File: config.mk
export PLATFORM = sky130hd
export DESIGN_NAME = alu_exec_stage
export DESIGN_NICKNAME = d
export VERILOG_FILES = /design/src/rtl/alu_exec_stage.sv
export SDC_FILE = /design/constraint.sdc
export NUM_CORES = 1
export LEC_CHECK = 0
export BUFFER_PORTS_ARGS = -buffer_cell sky130_fd_sc_hd__buf_2
export CAP_MARGIN = 10
export CELL_PAD_IN_SITES_DETAIL_PLACEMENT = 0
export CELL_PAD_IN_SITES_GLOBAL_PLACEMENT = 1
export CORE_MARGIN = 2
export CORE_UTILIZATION = 40
export DETAILED_ROUTE_END_ITERATION = 10
export GPL_ROUTABILITY_DRIVEN = 0
export GPL_TIMING_DRIVEN = 0
export HOLD_SLACK_MARGIN = 0.02
export PLACE_DENSITY = 0.79
export SYNTH_ARGS = -nofsm -noshare
export SYNTH_HDL_FRONTEND = slang
export SYNTH_SLANG_ARGS = --single-unit
File: constraint.sdc
create_clock -name clk -period 6.5 [get_ports clk]
set_clock_uncertainty 0.05 [all_clocks]
set_input_delay 0.325 -clock clk [delete_from_list [all_inputs] [get_ports clk]]
set_output_delay 0.325 -clock clk [all_outputs]
set_load 0.03 [all_outputs]
File: src/rtl/alu_exec_stage.sv
// ---------------------------------------------------------------------------
// alu_exec_stage
//
// Purpose:
//    Single-issue execute stage for a small 16-bit datapath. Accepts one
//    operation at a time through a valid/ready handshake, computes ADD, AND,
//    NOT or a shift, and presents a registered result together with the
//    N/Z/P condition codes through a second valid/ready handshake.
//    Shifts are done iteratively, one bit position per clock, so a shift by
//    k occupies the stage for k extra cycles. Everything else finishes on
//    the accept edge.
//
// Ports:
//    clk        rising-edge clock for all state
//    rst_n      asynchronous active-low reset
//    in_valid   upstream offers an operation
//    in_ready   stage is idle and can take an operation
//    op         00 ADD, 01 AND, 10 NOT, 11 SHF
//    shf_type   00 LSHF, 01 RSHFL, 11 RSHFA, 10 behaves as RSHFL
//    shf_amt    shift distance 0..15
//    src_a      first operand (the only operand for NOT and SHF)
//    src_b      second operand (ADD and AND only)
//    ld_cc      load the condition codes from this operation's result
//    out_valid  result is being presented
//    out_ready  downstream takes the result
//    result     registered result, held in IDLE and DONE
//    cc_n/z/p   registered condition codes, exactly one set after any load
// ---------------------------------------------------------------------------
module alu_exec_stage #(
   parameter int WIDTH = 16
) (
   input  logic             clk,
   input  logic             rst_n,
   input  logic             in_valid,
   output logic             in_ready,
   input  logic [1:0]       op,
   input  logic [1:0]       shf_type,
   input  logic [3:0]       shf_amt,
   input  logic [WIDTH-1:0] src_a,
   input  logic [WIDTH-1:0] src_b,
   input  logic             ld_cc,
   output logic             out_valid,
   input  logic             out_ready,
   output logic [WIDTH-1:0] result,
   output logic             cc_n,
   output logic             cc_z,
   output logic             cc_p
);

   typedef enum logic [1:0] {
      IDLE  = 2'b00,
      SHIFT = 2'b01,
      DONE  = 2'b10
   } state_t;

   localparam logic [1:0] OP_ADD = 2'b00;
   localparam logic [1:0] OP_AND = 2'b01;
   localparam logic [1:0] OP_NOT = 2'b10;
   localparam logic [1:0] OP_SHF = 2'b11;

   localparam logic [1:0] SHF_LSHF  = 2'b00;
   localparam logic [1:0] SHF_RSHFA = 2'b11;

   state_t           r_state;
   state_t           w_nextState;

   logic [WIDTH-1:0] r_result;
   logic [3:0]       r_shiftCnt;
   logic [1:0]       r_shfType;
   logic             r_ldCc;
   logic             r_ccN;
   logic             r_ccZ;
   logic             r_ccP;

   logic             w_accept;
   logic             w_shiftStart;
   logic             w_lastShift;
   logic [WIDTH-1:0] w_aluResult;
   logic [WIDTH-1:0] w_shiftOne;
   logic             w_ccLoad;
   logic [WIDTH-1:0] w_ccValue;

   // Handshake decode. A shift of zero is treated like any single-cycle
   // operation, so only a non-zero shift ever visits SHIFT. The last shift
   // cycle is the one where the remaining count is one.
   always_comb begin
      w_accept     = in_valid && (r_state == IDLE);
      w_shiftStart = w_accept && (op == OP_SHF) && (shf_amt != 4'd0);
      w_lastShift  = (r_state == SHIFT) && (r_shiftCnt == 4'd1);
   end

   // Single-cycle result for the operation being offered. A shift by zero
   // is just src_a passed through unchanged.
   always_comb begin
      w_aluResult = '0;
      case (op)
         OP_ADD:  w_aluResult = src_a + src_b;
         OP_AND:  w_aluResult = src_a & src_b;
         OP_NOT:  w_aluResult = ~src_a;
         OP_SHF:  w_aluResult = src_a;
         default: w_aluResult = '0;
      endcase
   end

   // One-bit step of the iterative shifter, using the captured shift type.
   // The unused encoding 10 falls into the logical-right branch.
   always_comb begin
      w_shiftOne = '0;
      case (r_shfType)
         SHF_LSHF:  w_shiftOne = {r_result[WIDTH-2:0], 1'b0};
         SHF_RSHFA: w_shiftOne = {r_result[WIDTH-1], r_result[WIDTH-1:1]};
         default:   w_shiftOne = {1'b0, r_result[WIDTH-1:1]};
      endcase
   end

   // Condition codes load on whichever edge moves the stage into DONE:
   // the accept edge for single-cycle operations, the last shift edge
   // otherwise. The value loaded is the one result will take on that edge.
   always_comb begin
      w_ccLoad  = (w_accept && !w_shiftStart && ld_cc) || (w_lastShift && r_ldCc);
      w_ccValue = w_accept ? w_aluResult : w_shiftOne;
   end

   // State register.
   always_ff @(posedge clk or negedge rst_n) begin
      if (!rst_n) begin
         r_state <= IDLE;
      end else begin
         r_state <= w_nextState;
      end
   end

   // Next-state logic. out_ready only matters once the result is on
   // display; in SHIFT it is ignored.
   always_comb begin
      w_nextState = r_state;
      case (r_state)
         IDLE: begin
            if (w_shiftStart) begin
               w_nextState = SHIFT;
            end else if (w_accept) begin
               w_nextState = DONE;
            end
         end
         SHIFT: begin
            if (w_lastShift) begin
               w_nextState = DONE;
            end
         end
         DONE: begin
            if (out_ready) begin
               w_nextState = IDLE;
            end
         end
         default: w_nextState = IDLE;
      endcase
   end

   // Handshake outputs decoded purely from the state, so neither ready nor
   // valid has a combinational path from the inputs.
   always_comb begin
      in_ready  = (r_state == IDLE);
      out_valid = (r_state == DONE);
   end

   // Datapath registers. On a non-zero shift the operand is parked in the
   // result register and shifted in place; the count tracks the shifts still
   // to do. Result is untouched in IDLE (without accept) and in DONE.
   always_ff @(posedge clk or negedge rst_n) begin
      if (!rst_n) begin
         r_result   <= '0;
         r_shiftCnt <= 4'd0;
         r_shfType  <= 2'b00;
         r_ldCc     <= 1'b0;
      end else begin
         if (w_accept) begin
            r_result   <= w_aluResult;
            r_shiftCnt <= shf_amt;
            r_shfType  <= shf_type;
            r_ldCc     <= ld_cc;
         end else if (r_state == SHIFT) begin
            r_result   <= w_shiftOne;
            r_shiftCnt <= r_shiftCnt - 4'd1;
         end
      end
   end

   // Condition code registers. Reset value is Z so that exactly one flag is
   // always set; when no load is requested they keep their old value.
   always_ff @(posedge clk or negedge rst_n) begin
      if (!rst_n) begin
         r_ccN <= 1'b0;
         r_ccZ <= 1'b1;
         r_ccP <= 1'b0;
      end else if (w_ccLoad) begin
         r_ccN <= w_ccValue[WIDTH-1];
         r_ccZ <= (w_ccValue == '0);
         r_ccP <= !w_ccValue[WIDTH-1] && (w_ccValue != '0);
      end
   end

   assign result = r_result;
   assign cc_n   = r_ccN;
   assign cc_z   = r_ccZ;
   assign cc_p   = r_ccP;

endmodule

After elaboration in Yosys (flattened, before gate mapping)
Index checks and enable logic that the tools add are counted.

storage, ports and cells
  register bits = 28
  input bits = 45
  output and inout bits = 21
  logic and storage cells = 53

cells by class
  $add $sub $neg = 2
  equality and inequality tests = 10
  multiplexer cells = 12
  bitwise gates (word level) = 2
  reductions and logical operators = 19

operators by type and width
  cell                                                    number
  case mux 16 bit (4 select lines)                        1
  2-to-1 mux 16 bit                                       3
  case mux 16 bit (2 select lines)                        1
  adder 16 bit                                            1
  AND 16 bit                                              1
  zero test 16 bit                                        1
  NOT 16 bit                                              1
  nonzero test 16 bit                                     1
  equality test 2 bit (second input constant)             4
  logical AND 1 bit                                       8
  2-to-1 mux 2 bit                                        4
  2-to-1 mux 4 bit                                        2
  zero test 2 bit                                         3
  case mux 2 bit (3 select lines)                         1
  equality test 2 x 1 -> 1 bit (second input constant)    2
  equality test 4 x 1 -> 1 bit (second input constant)    1
  nonzero test 4 bit                                      1
  subtractor 4 x 1 -> 4 bit (second input constant)       1
  inequality test 3 x 1 -> 1 bit (second input constant)  1
  AND reduction 3 bit                                     1
  zero test 1 bit                                         2
  inequality test 2 x 1 -> 1 bit (second input constant)  1
  inequality test 2 bit (second input constant)           1
  nonzero test 2 bit                                      1
  logical OR 1 bit                                        1

Logic depth before layout (Yosys ltp)
Gate-level depths: netlist (run 1).

  depth in word-level cells = 8
  depth in mapped cells = 12

Least setup slack after synthesis (run 1)
Ideal clock, no wire load.

  path kind = register -> register
  start point = reg r_state[0]
  end point = reg r_ccP (netlist: cc_p)
  arrival = 2.437 ns
  data required time = 6.331 ns
  path slack = 3.894 ns
  stages on the path, launching flop included = 10
  buffers on the path = 1
  clock period less this slack = 2.606 ns
  path through = dfrtp_1 > buf_2 > nor2_1 > nand2_1 > or3_1 > or3_1 > a31oi_1 > and4bb_1 > nand4_1 > o21a_1

on the way
  longest elaborated chain between the ends = 8
  elaborated cells between the ends (all ways) = 15

ends and longest elaborated chain
  element                                                                    line  source
  from (decl)                                                                64    state_t r_state;
  from (signal assigned)                                                     129   r_state <= w_nextState;
  zero test 2 bit (*)                                                        --
  via in_ready                                                               35    output logic in_ready,
  logical AND 1 bit (*)                                                      87    w_accept = in_valid && (r_state == IDLE);
  parallel branches: the longest is 6 deep, another holds 2-to-1 mux 16 bit  --
  to (signal assigned)                                                       198   r_ccP <= !w_ccValue[WIDTH-1] && (w_ccValue != '0);
  to (decl)                                                                  73    logic r_ccP;

Mark *: on every way through the listed nets, which the timed path passes.
A chain may end at the register's enable or synchronous reset.

Worst setup path in the final report (run 1)
  start point = in src_a[0]
  end point = reg r_ccP (netlist: cc_p)

on the way
  longest elaborated chain between the ends = 5
  elaborated cells between the ends (all ways) = 8

ends and longest elaborated chain
  element                                                 line  source
  from (decl)                                             39    input logic [WIDTH-1:0] src_a,
  adder 16 bit (tied with other cells)                    97    OP_ADD: w_aluResult = src_a + src_b;
  case mux 16 bit (4 select lines) (*)                    96    case (op)
  2-to-1 mux 16 bit (*)                                   121   w_ccValue = w_accept ? w_aluResult : w_shiftOne;
  nonzero test 16 bit or zero test 1 bit (tied branches)  198
  logical AND 1 bit (*)                                   198

Every way passes the cells marked *; elsewhere a longest branch is shown, timed or not.

==> impl_metrics.json, run 1 <==
{
  "status": "finished clean",
  "fillCellCount": 805,
  "fin_crit_sh_pct": 43.26,
  "nets": 505,
  "fin_cells": 537,
  "grt_pass1_wl_um": 14440,
  "synth_edf_count": 0,
  "ios": 66,
  "rsz0062_at_grt": "no",
  "synth.distinct_cells": 59,
  "yosysWarningCount": 0,
  "ant_nets": 0,
  "numPortBuffers": 65,
  "core_mm2": 0.007137,
  "seqCellArea_um2": 701.9,
  "cp-start-kind": "input port",
  "tightest_slew_ns": 0.6526,
  "vdd_drop_max_mv": 0.2315,
  "post-place-ws_ns": 3.411,
  "start_util_pct": 40.81,
  "fin_ws_ns": 3.688,
  "critical_path_class": "input port to flop",
  "vias": 3132,
  "reg2reg_depth": 10,
  "overflow": 0,
  "layout_min_cycle_time_ns": 2.812,
  "fin_hold_ws_ns": 0.01669,
  "synthArstFlopShare_pct": 100.0,
  "design_area_mm2": 0.003417,
  "clock_latency_ns": 0.27,
  "h-tree-depth": 1,
  "ys_seq_area_share_pct": 24.10,
  "netlist.area_leader.share_pct": 23.20,
  "grt_start_max_net_pins": 29,
  "cp_max_fo": 5,
  "clkTransAtPathRegs_ns": 0.09,
  "dpl.cell_count": 533,
  "diodes": 0,
  "syn-num-nets": 435,
  "finalHoldViolations": 0,
  "r2r_start": "r_shfType[0]$_DFFE_PN0P_",
  "hold_path.class": "input port to async pin",
  "max_freq_mhz": 355.7,
  "setup_violations": 0,
  "endpoint_kind": "flop",
  "cts-hold-fix-buffers": 0,
  "drv_cap": 0,
  "multi_input_area_mm2": 0.002074,
  "clockBufferDepth": 2,
  "synth-xor-area-share_pct": 1.203,
  "slew_violations": 0,
  "syn_area_per_cell_um2": 7.894,
  "synth_area_mm2": 0.002913,
  "routed_wl_um": 8948,
  "synthAdderAreaFrac_pct": 9.278,
  "synth_compound_area_share_pct": 32.60,
  "postSynthCellCount": 369,
  "final_cell_mix": "72 x buf_2, 37 x nand2_1, 33 x o21ai_0, 27 x dfrtp_1, 22 x a21oi_1",
  "synth-simple-area-share_pct": 22.77,
  "cts.sinks": 28,
  "ys.flop_type": "dfrtp_1",
  "reg2reg_slack_ns": 3.74,
  "post_drt_via_cell_ratio": 5.832,
  "dieArea_mm2": 0.007981,
  "cts_made_buffers": 3,
  "arrival_ns": 2.94,
  "placed_cell_area_mm2": 0.003362,
  "drive_gt1_share_pct": 20.32,
  "grt_pass1_vias": 2960,
  "cts_setup_buffers": 0,
  "route.detailed.drc": 0,
  "die_h_um": 89.34,
  "cts_tree": "built",
  "die_x_um": 89.34,
  "cp.required_ns": 6.62,
  "p_leak_nw": 1.557,
  "final_common_cell": "buf_2",
  "dpl.hpwl_um": 7106,
  "r2r-end": "cc_p$_DFFE_PN0P_",
  "synth_top_area_cell": "dfrtp_1",
  "synth_top_family_by_area": "compound AO/OA/AOI/OAI gates",
  "cts_resized": 0,
  "num_rows": 31,
  "postLayoutCoreUtil_pct": 47.88,
  "post_drt_wl_per_cell_um": 16.66,
  "powerDensity_mw_per_mm2": 357.4,
  "root_buffer": "clkbuf_8",
  "syn_to_final_growth_pct": 17.31,
  "tns_ns": 0,
  "dr.pass1.iters": 5,
  "synth_mux_area_share_pct": 5.369,
  "relSlewSlack_pct": 56.03,
  "finalPower_mw": 1.221,
  "first_iter_violations": 210,
  "grt_use_total_pct": 22.83,
  "antenna_found_initial": 0,
  "ys_top_cells_by_area": "dfrtp_1 23%, ha_1 8.6%, o21ai_0 5.7%, nand2_1 4.8%, mux2i_1 4.5%",
  "synth-seq-cells": 28
}
==> sequential cells by signal, indices dropped and copies added, names as in the netlist <==
name and flops:
cc_n 1, cc_p 1, cc_z 1, r_ldCc 1
r_shfType 2, r_shiftCnt 4, r_state 2, result 16
==> cell type report <==
| cell class | instances | share of cell area, % |
|---|---|---|
| flip-flops and latches | 28 | 20.54 |
| repair buffers | 65 | 9.520 |
| clock buffers | 4 | 1.611 |
| well taps | 99 | 3.625 |
| inverters | 13 | 1.428 |
| multi-input cells | 307 | 60.71 |
| plain buffers | 21 | 2.563 |
==> worst max path at each step <==
stage / from / slack [ns] / cells past startpoint / to
after floorplan: r_state[0]$_DFFE_PN0P_ / 3.89 / 9 / cc_p$_DFFE_PN0P_
after global placement: src_a[0] / 3.46 / 11 / cc_p$_DFFE_PN0P_
after detailed placement: src_a[0] / 3.41 / 11 / cc_p$_DFFE_PN0P_
after CTS: src_a[0] / 3.70 / 11 / cc_p$_DFFE_PN0P_
after global routing: r_shfType[0]$_DFFE_PN0P_ / 3.51 / 10 / cc_p$_DFFE_PN0P_
final: src_a[0] / 3.69 / 11 / cc_p$_DFFE_PN0P_
==> cell families (layout without fill, tap and decap cells) <==
family          count (synthesis)  in the layout
compound gates                140            140
simple gates                  127            127
xor+xnor                        4              4
buf+inv                        34            103
mux                            15             15
fa+ha+maj                      21             21
flops                          28             28
==> cell usage after synthesis (3+ instances only) <==
library cell  instances
a211oi_1              8
a21o_1                9
a21oi_1              22
a221oi_1              6
a22oi_1               9
a31o_2                4
a31oi_1               8
and2_1                7
buf_2                 7
clkbuf_1             13
dfrtp_1              27
ha_1                 20
inv_1                13
mux2i_1              13
nand2_1              37
nand2b_1              7
nand3_1               9
nand4_1               4
nor2_1               20
nor2b_1               8
nor3_1                9
nor3b_1               7
o211ai_1              5
o21a_1                4
o21ai_0              33
o221ai_1              5
o22a_1                3
o22ai_1               3
o31ai_1               6
or3_1                 4
==> metal layers <==
| layer | share of wire, % | vias up | GRT usage (%) |
|---|---|---|---|
| met5 | 0 | - | 0 |
| met4 | 0.95 | 0 | 3.121 |
| met3 | 4.9 | 6 | 2.308 |
| met2 | 48 | 92 | 38.65 |
| met1 | 47 | 1493 | 32.32 |
| li1 | - | 1541 | - |
==> critical path, cell delays in order <==
cell,delay [ns]
buf_2,0.11
ha_1,0.23
fa_1,0.42
a21o_1,0.23
nand3_1,0.18
a211oi_1,0.14
nor4_1,0.45
nor4b_1,0.12
a211oi_1,0.36
nand3_1,0.16
o21a_1,0.19
==> power by group <==
group | switching, mW | internal [mW] | leakage, nW
registers | 0.0705 | 0.248 | 0.347
logic | 0.511 | 0.283 | 1.18
clock network | 0.0542 | 0.0542 | 0.0288
total | 0.636 | 0.585 | 1.56
(Power assumes the default switching activity.)
==> inputs of run 2 (changes only) <==
Settings changed: CORE_UTILIZATION 40 to 36, PLACE_DENSITY 0.79 to 0.75.
Clock period 6.5 ns to 2.5 ns, I/O delays scaled along.
==> impl_metrics.json, run 2 (synthesis gave the netlist of run 1 again) <==
{
  "overflow": 0,
  "routed_wl_um": 9328,
  "worstPathCellList": "buf_4, nor3b_4, buf_4, o211ai_1, a211oi_2, buf_4, o221ai_1, and4bb_1, nand4_1, o21a_1",
  "core_mm2": 0.007767,
  "post_drt_via_cell_ratio": 5.829,
  "tightest_slew_ns": 0.6391,
  "drive_gt1_share_pct": 27.74,
  "fin_hold_ws_ns": 0.05792,
  "grt_use_total_pct": 21.14,
  "fin_ws_ns": 0.1322,
  "placed_cell_area_mm2": 0.003368,
  "drv_cap": 0,
  "start_util_pct": 37.50,
  "status": "finished clean",
  "crit_buf_inv": 3,
  "reg2reg_slack_ns": 0.13,
  "dieArea_mm2": 0.008827,
  "numPortBuffers": 65,
  "post_drt_wl_per_cell_um": 16.99,
  "hold_path.class": "input port to flop",
  "setup_violations": 0,
  "grt_pass1_wl_um": 15080,
  "cts.sinks": 28,
  "min_to": "r_state[1]$_DFFE_PN0P_",
  "critical_path_class": "flop to flop",
  "syn_to_final_growth_pct": 27.36,
  "fillCellCount": 808,
  "grt_pass1_vias": 3063,
  "fin_cells": 549,
  "p_leak_nw": 1.650,
  "finalHoldViolations": 0,
  "final_cell_mix": "68 x buf_2, 36 x nand2_1, 30 x o21ai_0, 27 x dfrtp_1, 21 x a21oi_1",
  "dpl.hpwl_um": 7159,
  "cp.required_ns": 2.64,
  "die_h_um": 93.95,
  "largest_reg_flops": 16,
  "endpoint_kind": "flop",
  "vdd_drop_max_mv": 0.4975,
  "crit_path_max_incr_delay_ns": 0.37,
  "cp-start-kind": "flop",
  "arrival_ns": 2.50,
  "first_iter_violations": 157,
  "clockBufferDepth": 2,
  "die_x_um": 93.95,
  "slew_violations": 0,
  "crit_top_cell": "buf_4",
  "cp.depth": 10,
  "grt_start_max_net_pins": 29,
  "diodes": 0,
  "critPathSlowestCell": "dfrtp_1",
  "vias": 3200,
  "root_buffer": "clkbuf_8",
  "tns_ns": 0,
  "h-tree-depth": 1,
  "crit_family": "simple AND/OR/NAND/NOR gates",
  "dr.pass1.iters": 5,
  "cts_tree": "built",
  "final_common_cell": "buf_2",
  "layout_min_cycle_time_ns": 2.368,
  "fin_crit_sh_pct": 94.71,
  "whs_path_depth": 3,
  "reg2reg_depth": 10,
  "route.detailed.drc": 0,
  "min-delay-start": "out_ready",
  "design_area_mm2": 0.003710,
  "max_freq_mhz": 422.3,
  "dpl.cell_count": 536,
  "ant_nets": 0,
  "nets": 514,
  "clock_latency_ns": 0.28,
  "ios": 66,
  "r2r_start": "r_state[0]$_DFFE_PN0P_",
  "r2r-end": "cc_p$_DFFE_PN0P_",
  "relSlewSlack_pct": 56.94,
  "antenna_found_initial": 0,
  "cp_max_fo": 9,
  "clkTransAtPathRegs_ns": 0.10,
  "num_rows": 32,
  "powerDensity_mw_per_mm2": 976.7,
  "cts_made_buffers": 3,
  "post-place-ws_ns": -0.3530
}
## run 2: metal layers
metal / GRT usage [%] / vias up / part of all wire (%)
li1: - / 1561 / -
met1: 29.41 / 1519 / 47
met2: 34.46 / 106 / 46
met3: 3.130 / 14 / 5.4
met4: 5.072 / 0 / 1.4
met5: 0 / - / 0
## run 2: stage by stage
stage	utilization [%]	power (mW)
detailed placement	43.36	2.909
global placement	43.36	2.890
finish	47.76	3.623
CTS	45.54	3.390
floorplan	-	2.293
global route	47.76	3.902
## run 2: worst max path at each step
stage	endpoint	startpoint
2_1_floorplan	cc_p$_DFFE_PN0P_	r_state[0]$_DFFE_PN0P_
4_1_cts	cc_p$_DFFE_PN0P_	src_a[0]
5_1_grt	cc_p$_DFFE_PN0P_	src_a[6]
3_5_place_dp	cc_p$_DFFE_PN0P_	src_a[0]
6_report	cc_p$_DFFE_PN0P_	r_state[0]$_DFFE_PN0P_
3_3_place_gp	cc_p$_DFFE_PN0P_	src_a[0]
## run 2: worst min-delay path: stages
cell      delay, ns
buf_2          0.07
nand2b_1       0.08
o21ai_0        0.07
## run 2: where the power goes
| part | switching (mW) | internal (mW) |
|---|---|---|
| logic | 1.46 | 0.945 |
| clock network | 0.151 | 0.215 |
| registers | 0.211 | 0.645 |
| total | 1.82 | 1.81 |
## run 2: cell type report
cell class | instances | area (um2) | area share (%)
clock buffers | 3 | 41.29 | 1.113
clock inverters | 1 | 30.03 | 0.8094
flip-flops and latches | 28 | 701.9 | 18.92
repair buffers | 75 | 410.4 | 11.06
inverters | 13 | 48.80 | 1.315
plain buffers | 20 | 110.1 | 2.968
well taps | 102 | 127.6 | 3.440
multi-input cells | 307 | 2240 | 60.37
## run 2: timing repair
item	CTS	global route
hold buffers	4	0
pin swaps	3	12
buffers inserted	2	4
endpoints found under the setup margin	3	2
endpoints found under the hold margin	30	0
resized for setup	13	32
==> inputs of run 3 (changes only) <==
Settings changed: BUFFER_PORTS_ARGS -buffer_cell sky130_fd_sc_hd__buf_2 to -buffer_cell sky130_fd_sc_hd__buf_4, RECOVER_POWER set to 25.
==> impl_metrics.json, run 3 (synthesis gave the netlist of run 1 again) <==
{
  "status": "complete, but fails checks",
  "violations": "max-capacitance violations, max-slew violations",
  "tightest_slew_ns": 1.570,
  "crit_path_max_incr_delay_ns": 0.40,
  "p_leak_nw": 1.690,
  "antenna_found_initial": 0,
  "grt_start_max_net_pins": 29,
  "cp_max_fo": 7,
  "final_common_cell": "buf_4",
  "vdd_drop_max_mv": 0.5883,
  "arrival_ns": 2.55,
  "clkTransAtPathRegs_ns": 0.10,
  "slew_violations": 29,
  "cp.required_ns": 2.63,
  "root_buffer": "clkbuf_8",
  "drive_gt1_share_pct": 26.62,
  "syn_to_final_growth_pct": 31.79,
  "num_rows": 32,
  "ios": 66,
  "overflow": 0,
  "cts.sinks": 28,
  "routed_wl_um": 9504,
  "die_h_um": 93.95,
  "nets": 514,
  "drv_cap": 1,
  "fillCellCount": 796,
  "endpoint_kind": "flop",
  "dpl.cell_count": 536,
  "die_x_um": 93.95,
  "rsz0062_at_grt": "yes",
  "fin_crit_sh_pct": 96.51,
  "h-tree-depth": 1,
  "postLayoutCoreUtil_pct": 49.42,
  "grt_pass1_wl_um": 15320,
  "critPathSlowestCell": "ha_1",
  "post_drt_wl_per_cell_um": 17.31,
  "first_iter_violations": 170,
  "post_drt_via_cell_ratio": 5.834,
  "ant_nets": 0,
  "vias": 3203,
  "max_freq_mhz": 414.5,
  "crit_family": "simple AND/OR/NAND/NOR gates",
  "final_cell_mix": "71 x buf_4, 36 x nand2_1, 30 x o21ai_0, 27 x dfrtp_1, 21 x a21oi_1",
  "worstPathCellList": "buf_4, ha_1, and2_1, a221oi_4, a21oi_1, or3_1, a31oi_1, and4bb_1, nand4_1, o21a_1",
  "largest_reg_flops": 16,
  "fin_cells": 549,
  "grt_use_total_pct": 21.65,
  "crit_buf_inv": 1,
  "dieArea_mm2": 0.008827,
  "layout_min_cycle_time_ns": 2.413,
  "grt_pass1_vias": 3048,
  "setup_violations": 0,
  "dpl.hpwl_um": 7261,
  "route.detailed.drc": 0,
  "hold_path.class": "input port to flop",
  "cts_made_buffers": 3,
  "powerDensity_mw_per_mm2": 956.8,
  "relSlewSlack_pct": -4.677,
  "finalHoldViolations": 0,
  "core_mm2": 0.007767,
  "numPortBuffers": 65,
  "clock_latency_ns": 0.28,
  "start_util_pct": 37.50,
  "clockBufferDepth": 2,
  "diodes": 0,
  "cts_tree": "built",
  "dr.pass1.iters": 4,
  "cp-start-kind": "input port",
  "critical_path_class": "input port to flop"
}
run 3: report_power, final:
group / internal [mW] / leakage, nW / switching, mW
Combinational: 1.01 / 1.31 / 1.45
Sequential: 0.645 / 0.347 / 0.209
Clock: 0.215 / 0.0357 / 0.147
Total: 1.86 / 1.69 / 1.81
run 3: final timing paths:
path                                     startpoint                     end  slack, ns  depth (start not counted)
setup / recovery                           src_a[5]        cc_p$_DFFE_PN0P_       0.09                         10
min in group asynchronous                     rst_n  result[13]$_DFFE_PN0P_       0.71                          2
hold / removal                            out_ready  r_state[1]$_DFFE_PN0P_       0.05                          3
max in group asynchronous                     rst_n   result[0]$_DFFE_PN0P_       0.77                          2
hold reg to reg                    cc_z$_DFFE_PN1P_        cc_z$_DFFE_PN1P_       0.45                          2
setup reg to reg           r_shfType[1]$_DFFE_PN0P_        cc_p$_DFFE_PN0P_       0.09                         10
run 3: what timing repair did:
action / CTS / global route
setup endpoints to repair: 4 / 2
setup buffers: 2 / 4
hold endpoints to repair: 31 / 0
hold buffers: 4 / 0
cloned: 0 / 0
pin swaps: 2 / 5
resized for setup: 10 / 28
run 3: final cells by class:
cell class | count | area [um2] | share of cell area [%]
clock buffer | 3 | 41.29 | 1.076
tap | 102 | 127.6 | 3.325
inverter | 13 | 48.80 | 1.271
clock inverter | 1 | 30.03 | 0.7823
timing repair buffer | 75 | 569.3 | 14.83
sequential | 28 | 701.9 | 18.29
multi-input combinational | 307 | 2216 | 57.73
buffer | 20 | 103.9 | 2.705
run 3: routing by layer:
metal / part of all wire [%] / global-route usage [%] / vias up
met1: 48 / 30.59 / 1532
met4: 1.1 / 4.952 / 0
met3: 4.8 / 2.488 / 8
met2: 46 / 35.42 / 103
met5: 0 / 0 / -
li1: - / - / 1560
run 3: stage by stage:
step / hold WS (ns) / instance area (um2) / setup TNS, ns / power, mW / setup slack (ns)
3_5_place_dp: 0.02147 / 3531 / -0.7989 / 3.022 / -0.3626
4_1_cts: 0.05611 / 3690 / 0 / 3.488 / 0.02668
3_3_place_gp: 0.02066 / 3531 / -0.7911 / 2.994 / -0.3541
2_1_floorplan: -0.2206 / 2915 / 0 / 2.293 / 0.08418
5_1_grt: 0.09078 / 3839 / -0.02165 / 3.955 / -0.02165
6_report: 0.05229 / 3839 / 0 / 3.673 / 0.08727
run 3: tightest hold or removal path, stage by stage:
cell and delay (ns):
buf_4 0.07, nand2b_1 0.08, o21ai_0 0.07
